File: src/rtl/via_link_pkg.sv
// Shared types and constants for the VIA CB1/CB2 serial link engine.
package via_link_pkg;

  typedef enum logic [1:0] {
    StIdle,
    StTx,
    StWaitRx,
    StRx
  } link_state_e;

  localparam logic MODE_PLUS = 1'b0;
  localparam logic MODE_ADB  = 1'b1;

endpackage

File: src/rtl/link_fifo.sv
// Synchronous device-to-host byte FIFO; a push while full is accepted only if a pop
// happens on the same cycle.
module link_fifo #(
  parameter int unsigned DATA_W = 8,
  parameter int unsigned DEPTH  = 4
) (
  input  logic                     clk,
  input  logic                     rst_n,
  input  logic                     push,
  input  logic                     pop,
  input  logic [DATA_W-1:0]        din,
  output logic [DATA_W-1:0]        dout,
  output logic [$clog2(DEPTH):0]   level,
  output logic                     full,
  output logic                     empty
);

  localparam int unsigned AW = $clog2(DEPTH);

  logic [DATA_W-1:0] mem [DEPTH];
  logic [AW-1:0]     wr_q, rd_q;
  logic [AW:0]       cnt_q;
  logic              do_push, do_pop;

  assign full    = (cnt_q == (AW+1)'(DEPTH));
  assign empty   = (cnt_q == '0);
  assign do_pop  = pop && !empty;
  assign do_push = push && (!full || do_pop);
  assign dout    = mem[rd_q];
  assign level   = cnt_q;

  always_ff @(posedge clk or negedge rst_n) begin
    if (!rst_n) begin
      wr_q  <= '0;
      rd_q  <= '0;
      cnt_q <= '0;
    end else begin
      if (do_push) wr_q <= wr_q + AW'(1);
      if (do_pop)  rd_q <= rd_q + AW'(1);
      cnt_q <= cnt_q + (AW+1)'(do_push) - (AW+1)'(do_pop);
    end
  end

  // Storage needs no reset: occupancy is tracked by cnt_q alone.
  always_ff @(posedge clk) begin
    if (do_push) mem[wr_q] <= din;
  end

endmodule

File: src/rtl/via_shift_link.sv
// VIA CB1/CB2 shift-clock generator and serialiser for Mac Plus keyboard or SE ADB
// transfers, with an RX FIFO buffering device replies.
module via_shift_link
  import via_link_pkg::*;
#(
  parameter int unsigned DATA_W    = 8,
  parameter int unsigned HALF_PLUS = 1301,
  parameter int unsigned HALF_ADB  = 169,
  parameter int unsigned CNT_W     = 11,
  parameter int unsigned RX_DEPTH  = 4
) (
  input  logic                        clk32,
  input  logic                        _reset,
  input  logic                        clk8_en_p,
  input  logic                        mode,
  input  logic                        host_dat_i,
  input  logic                        adb_listen,
  output logic                        shift_clk,
  output logic                        dev_dat_o,
  input  logic                        rx_push,
  input  logic [DATA_W-1:0]           rx_din,
  output logic [DATA_W-1:0]           tx_data,
  output logic                        tx_strobe,
  output logic [$clog2(RX_DEPTH):0]   rx_level,
  output logic                        busy,
  output logic                        overflow
);

  localparam int unsigned BW = $clog2(DATA_W);

  link_state_e       state_q;
  logic              cur_mode_q;
  logic              attn_q;
  logic [CNT_W-1:0]  cnt_q;
  logic [BW-1:0]     bit_cnt_q;
  logic [DATA_W-1:0] tx_shift_q;
  logic [DATA_W-1:0] rx_byte_q;

  logic [CNT_W-1:0]  half_m1;
  logic              active, toggle, fall, rise, last;
  logic              adb_tx_start, tx_start, rx_start, pop_req;
  logic [DATA_W-1:0] fifo_dout;
  logic              fifo_full, fifo_empty;

  assign half_m1 = (cur_mode_q == MODE_ADB) ? CNT_W'(HALF_ADB - 1) : CNT_W'(HALF_PLUS - 1);
  assign active  = (state_q == StTx) || (state_q == StRx);
  assign toggle  = active && (cnt_q == half_m1);
  assign fall    = toggle && shift_clk;
  assign rise    = toggle && !shift_clk;
  assign last    = rise && (bit_cnt_q == BW'(DATA_W - 1));

  assign adb_tx_start = (state_q == StIdle) && (mode == MODE_ADB) && attn_q && adb_listen;
  assign tx_start     = adb_tx_start ||
                        ((state_q == StIdle) && (mode == MODE_PLUS) && !host_dat_i);
  // A pending host command always beats a buffered device reply.
  assign rx_start     = ((state_q == StIdle) && (mode == MODE_ADB) && !fifo_empty && !tx_start) ||
                        ((state_q == StWaitRx) && host_dat_i && !fifo_empty);
  assign pop_req      = clk8_en_p && rx_start;
  assign busy         = (state_q != StIdle);

  link_fifo #(
    .DATA_W (DATA_W),
    .DEPTH  (RX_DEPTH)
  ) u_fifo (
    .clk   (clk32),
    .rst_n (_reset),
    .push  (clk8_en_p && rx_push),
    .pop   (pop_req),
    .din   (rx_din),
    .dout  (fifo_dout),
    .level (rx_level),
    .full  (fifo_full),
    .empty (fifo_empty)
  );

  always_ff @(posedge clk32 or negedge _reset) begin
    if (!_reset) begin
      state_q    <= StIdle;
      cur_mode_q <= MODE_PLUS;
      attn_q     <= 1'b1;
      cnt_q      <= '0;
      bit_cnt_q  <= '0;
      tx_shift_q <= '0;
      rx_byte_q  <= '0;
      shift_clk  <= 1'b1;
      dev_dat_o  <= 1'b1;
      tx_data    <= '0;
      tx_strobe  <= 1'b0;
      overflow   <= 1'b0;
    end else if (clk8_en_p) begin
      tx_strobe <= 1'b0;
      if (rx_push && fifo_full && !pop_req) overflow <= 1'b1;

      if (!active) begin
        cnt_q     <= '0;
        shift_clk <= 1'b1;
      end else if (toggle) begin
        cnt_q     <= '0;
        shift_clk <= ~shift_clk;
      end else begin
        cnt_q <= cnt_q + CNT_W'(1);
      end

      if (fall && state_q == StTx) tx_shift_q <= {tx_shift_q[DATA_W-2:0], host_dat_i};
      if (fall && state_q == StRx) dev_dat_o <= rx_byte_q[BW'(DATA_W - 1) - bit_cnt_q];
      if (rise) bit_cnt_q <= last ? '0 : bit_cnt_q + BW'(1);

      unique case (state_q)
        StIdle: begin
          if (mode == MODE_ADB && host_dat_i) attn_q <= 1'b1;
          if (tx_start) begin
            state_q    <= StTx;
            cur_mode_q <= mode;
            if (adb_tx_start) attn_q <= 1'b0;
          end else if (rx_start) begin
            state_q    <= StRx;
            cur_mode_q <= mode;
            rx_byte_q  <= fifo_dout;
          end
        end
        StTx: begin
          if (last) begin
            tx_strobe <= 1'b1;
            tx_data   <= tx_shift_q;
            state_q   <= (cur_mode_q == MODE_PLUS) ? StWaitRx : StIdle;
          end
        end
        StWaitRx: begin
          if (rx_start) begin
            state_q   <= StRx;
            rx_byte_q <= fifo_dout;
          end
        end
        StRx: begin
          if (last) begin
            state_q   <= StIdle;
            dev_dat_o <= 1'b1;
          end
        end
      endcase
    end
  end

endmodule

File: config.mk
export PLATFORM = sky130hd
export DESIGN_NAME = via_shift_link
export DESIGN_NICKNAME = d
export VERILOG_FILES = /design/src/rtl/via_link_pkg.sv /design/src/rtl/link_fifo.sv /design/src/rtl/via_shift_link.sv
export SDC_FILE = /design/constraint.sdc
export NUM_CORES = 1
export LEC_CHECK = 0
export BUFFER_PORTS_ARGS = -buffer_cell sky130_fd_sc_hd__buf_2
export CORE_ASPECT_RATIO = 0.5
export CORE_MARGIN = 2
export CORE_UTILIZATION = 59
export CTS_BUF_LIST = sky130_fd_sc_hd__clkbuf_16
export DETAILED_ROUTE_END_ITERATION = 8
export GPL_TIMING_DRIVEN = 0
export PLACE_DENSITY = 0.82
export SETUP_SLACK_MARGIN = 0.5
export SLEW_MARGIN = 20
export SYNTH_ARGS = -nofsm -noshare
export SYNTH_HDL_FRONTEND = slang
export SYNTH_SLANG_ARGS = --single-unit
File: constraint.sdc
create_clock -name clk32 -period 3.3 [get_ports clk32]
set_input_delay 0 -clock clk32 [delete_from_list [all_inputs] [get_ports clk32]]
set_output_delay 0 -clock clk32 [all_outputs]
set_load 0.05 [all_outputs]
==> impl_results.md <==
- Clock latency of the later-clocked register in the worst-skew pair: between 0.3 and 0.4 ns
- Sinks on the clock net: 85
- Number of maximum-capacitance constraint violations: 0
- Maximum level of the CTS H-tree: 3
- Delay of the slowest cell on the worst path: 0.45 ns
- Fraction of layout instances using a drive strength above 1: 0.314
- CP Capture Type: register
- Final Non-Filler Cells: 406
- Power density over the cells: between 700 and 800 mW/mm2
- Core Region: a little over 0.006 mm2
- Post-synth EDFFs: 32
- Leading cell types by total area after synthesis: sky130_fd_sc_hd__dfrtp_1 (33%), sky130_fd_sc_hd__edfxtp_1 (25%), sky130_fd_sc_hd__mux2_2 (8.6%)
- Worst-Margin Slew: about 0.74 ns
- Number of nets in the layout: 339
- Number of detailed-route iterations in the first pass: 4
- Required time worst endpoint: 3.56 ns
- Number of antenna violations at the first check in global routing: 0
- Die span in x: between 100 and 150 um
- Dpl cells: 376
- Share of the yosys chip area belonging to registers: 0.604
- Remaining number of nets flagged by the antenna check after routing: 0
- List of cells traversed by the critical path: a21boi_0 > mux2i_1 > nor2_4 > ha_1 > inv_1 > ha_1 > fa_1 > xnor2_1 > xnor2_1
- Most common cell after layout, fill and taps aside: sky130_fd_sc_hd__dfrtp_1
- Most area-hungry cell type in the Yosys netlist: sky130_fd_sc_hd__dfrtp_1
- Area fraction of the dominant cell type after synthesis: 0.330
- Number of buffer cells added on primary ports: 30
- Top delay family on crit path: adder cells
- Crit Path Category: reg -> reg
- Share of the clock period used by the worst path: 0.782
- Antenna diode count: 0
- Starting utilization of the core area: 0.618
- Weighted congestion reported at the end of routability-driven placement: 0.831
- Via count of the first global-routing pass: 2,391
- Hold Crit Class: in -> reg
- Final Max Tran Viols: 0
- Yosys reg bits: between 80 and 90
- Worst-case hold slack: 0.171 ns
- Synthesized net count: ~280
- Commonest cells after routing, fill and taps aside: sky130_fd_sc_hd__dfrtp_1 (50), sky130_fd_sc_hd__buf_2 (32), sky130_fd_sc_hd__edfxtp_1 (32)
- Avg Inst Size Synth: between 10 and 15 um2
- Worst max-slew margin expressed relative to the limit: 0.505
- Clk_skew: about 0.0046 ns
- Drc violations: 0
- Sort of element at the start of the critical path: register
- Worst-path clk slew: 0.06 ns
- Die H: 60.7 um
- Unrepaired setup endpoints after global routing: false
- Dominant register cell in the synthesized netlist: sky130_fd_sc_hd__dfrtp_1
- Area growth syn-to-layout: 20.2%
- Asr flop ratio synth: 0.624
- Worst VDD drop: approximately 0.48 mV
- Run status: finished, final reports clean
- Signal arrival time at the worst endpoint: 2.84 ns
- Overall global routing resource usage: 0.220
- Min-delay src: clk8_en_p
- Final WL: 6.89 mm
- Critical path buffer and inverter count: 1
- DR vias/cell: 5.57
- Leakage: 1.94 nW
- Vias: 2,260
- Global route total overflow: 0
- Total count of hold-check failures in the final report: 0
- Overall die area: 0.00712 mm2
- Minimum setup slack among reg-to-reg paths: 0.72 ns
- DP HPWL: 4.53 mm
- Beginning of the worst register-to-register path: attn_q
- Cell at the root of the clock tree: sky130_fd_sc_hd__clkbuf_16
- Boundary Pins: 31
- Wire length of the first global-routing pass: 11.6 mm
- TritonCTS clock tree: built
- Post-layout minimum cycle time: 2.58 ns
- CTS Buf Count: 9
- Highest fanout seen on the critical path: 10
- Post-Synthesis Cell Area: 0.00379 mm2
- Number of failing setup endpoints in the final timing report: 0
- Post-Route Utilization: 0.743
- Fmax achieved: around 390 MHz
- First-iteration detailed-routing DRC count: 103
- Longest Clk Path Bufs: 2
- Routed length per placed instance: 17.0 um
- Setup TNS after final layout: 0 ns
- Number of different library cells in the post-synthesis netlist: 50
- Largest net degree at the start of global routing: 28
- Cells after synthesis: ~260
- Start point of the critical path: attn_q
- Cell with the largest stage delay on the worst path: sky130_fd_sc_hd__a21boi_0
- Total number of yosys warnings: 0
- Number of placement rows: 20
## worst min-delay path, delay by kind of cell
kind	cells	cell delay (ns)
AND/OR/NAND/NOR	2	0.24
buffers and inverters	1	0.14
AO/OA/AOI/OAI	1	0.08
## cell type report
type | instances | area (um2)
well taps | 88 | 110
flip-flops and latches | 85 | 2290
inverters | 12 | 45.0
fillers | 385 | 1580
repair buffers | 45 | 310
clock buffers | 9 | 225
plain buffers | 7 | 28.8
multi-input cells | 153 | 1430
clock inverters | 7 | 114
## cells in the mapped netlist (3+ instances only)
master / count
sky130_fd_sc_hd__a21oi_1: 14
sky130_fd_sc_hd__and2_1: 4
sky130_fd_sc_hd__and3_1: 3
sky130_fd_sc_hd__and4_1: 4
sky130_fd_sc_hd__clkbuf_1: 3
sky130_fd_sc_hd__dfrtp_1: 50
sky130_fd_sc_hd__dfstp_2: 3
sky130_fd_sc_hd__edfxtp_1: 32
sky130_fd_sc_hd__ha_1: 10
sky130_fd_sc_hd__inv_1: 12
sky130_fd_sc_hd__mux2_2: 29
sky130_fd_sc_hd__mux4_2: 10
sky130_fd_sc_hd__nand2_1: 10
sky130_fd_sc_hd__nand3_1: 4
sky130_fd_sc_hd__nand4_1: 4
sky130_fd_sc_hd__nor2_1: 7
sky130_fd_sc_hd__nor2b_1: 3
sky130_fd_sc_hd__o21ai_0: 4
sky130_fd_sc_hd__xnor2_1: 6
sky130_fd_sc_hd__xor2_1: 8
## where the power goes
part           total, mW  switching, mW  internal, mW  leakage, nW
logic              0.837          0.478         0.359        0.813
registers           1.43          0.136          1.30        0.970
clock network       1.13          0.399         0.735        0.161
total               3.40           1.01          2.39         1.94
## final timing paths
check	end	depth (start not counted)
max in group asynchronous	dev_dat_o	3
min in group asynchronous	u_fifo.wr_q[1]	2
max	u_fifo.level[2]	9
min	state_q[1]	4
max reg2reg	u_fifo.level[2]	9
min reg2reg	overflow	1
## registers in the layout (all words and copies together) (netlist names), 2 cells and up
| signal | cells |
|---|---|
| bit_cnt_q | 3 |
| cnt_q | 11 |
| rx_byte_q | 8 |
| state_q | 2 |
| tx_data | 8 |
| tx_shift_q | 8 |
| u_fifo.level | 3 |
| u_fifo.mem | 32 |
| u_fifo.rd_q | 2 |
| u_fifo.wr_q | 2 |
## repair_timing
item	CTS	global route
endpoints found under the setup margin	0	1
hold buffers	14	0
hold endpoints to repair	60	0
resized for setup	0	1
setup buffers	0	0
## metal layers
| metal | vias to the layer above | track usage | share of wire |
|---|---|---|---|
| met5 | - | 0 | 0 |
| met4 | 0 | 0.0964 | 0.019 |
| met3 | 13 | 0.0789 | 0.045 |
| met2 | 52 | 0.384 | 0.49 |
| met1 | 1122 | 0.259 | 0.44 |
| li1 | 1073 | - | - |
## per-stage QoR
step / area (um2) / worst slack (ns) / power [mW]
floorplan: 3790 / 0.743 / 2.04
finish: 4560 / 0.719 / 3.40
global route: 4560 / 0.526 / 3.58
detailed placement: 4070 / 0.649 / 2.26
global placement: 4050 / 0.744 / 2.20
CTS: 4550 / 0.606 / 3.42
## cells by family after synthesis
family | count (synthesis) | share of synthesized area
AOI/OAI and AO/OA | 34 | 0.0627
adders and majority gates | 11 | 0.0383
DFF | 85 | 0.604
xor gates and xnor gates | 14 | 0.0323
and+or+nand+nor | 53 | 0.0921
muxes | 41 | 0.151
buffers and inverters | 19 | 0.0195
Note: power is estimated with default switching activity, not from simulation.
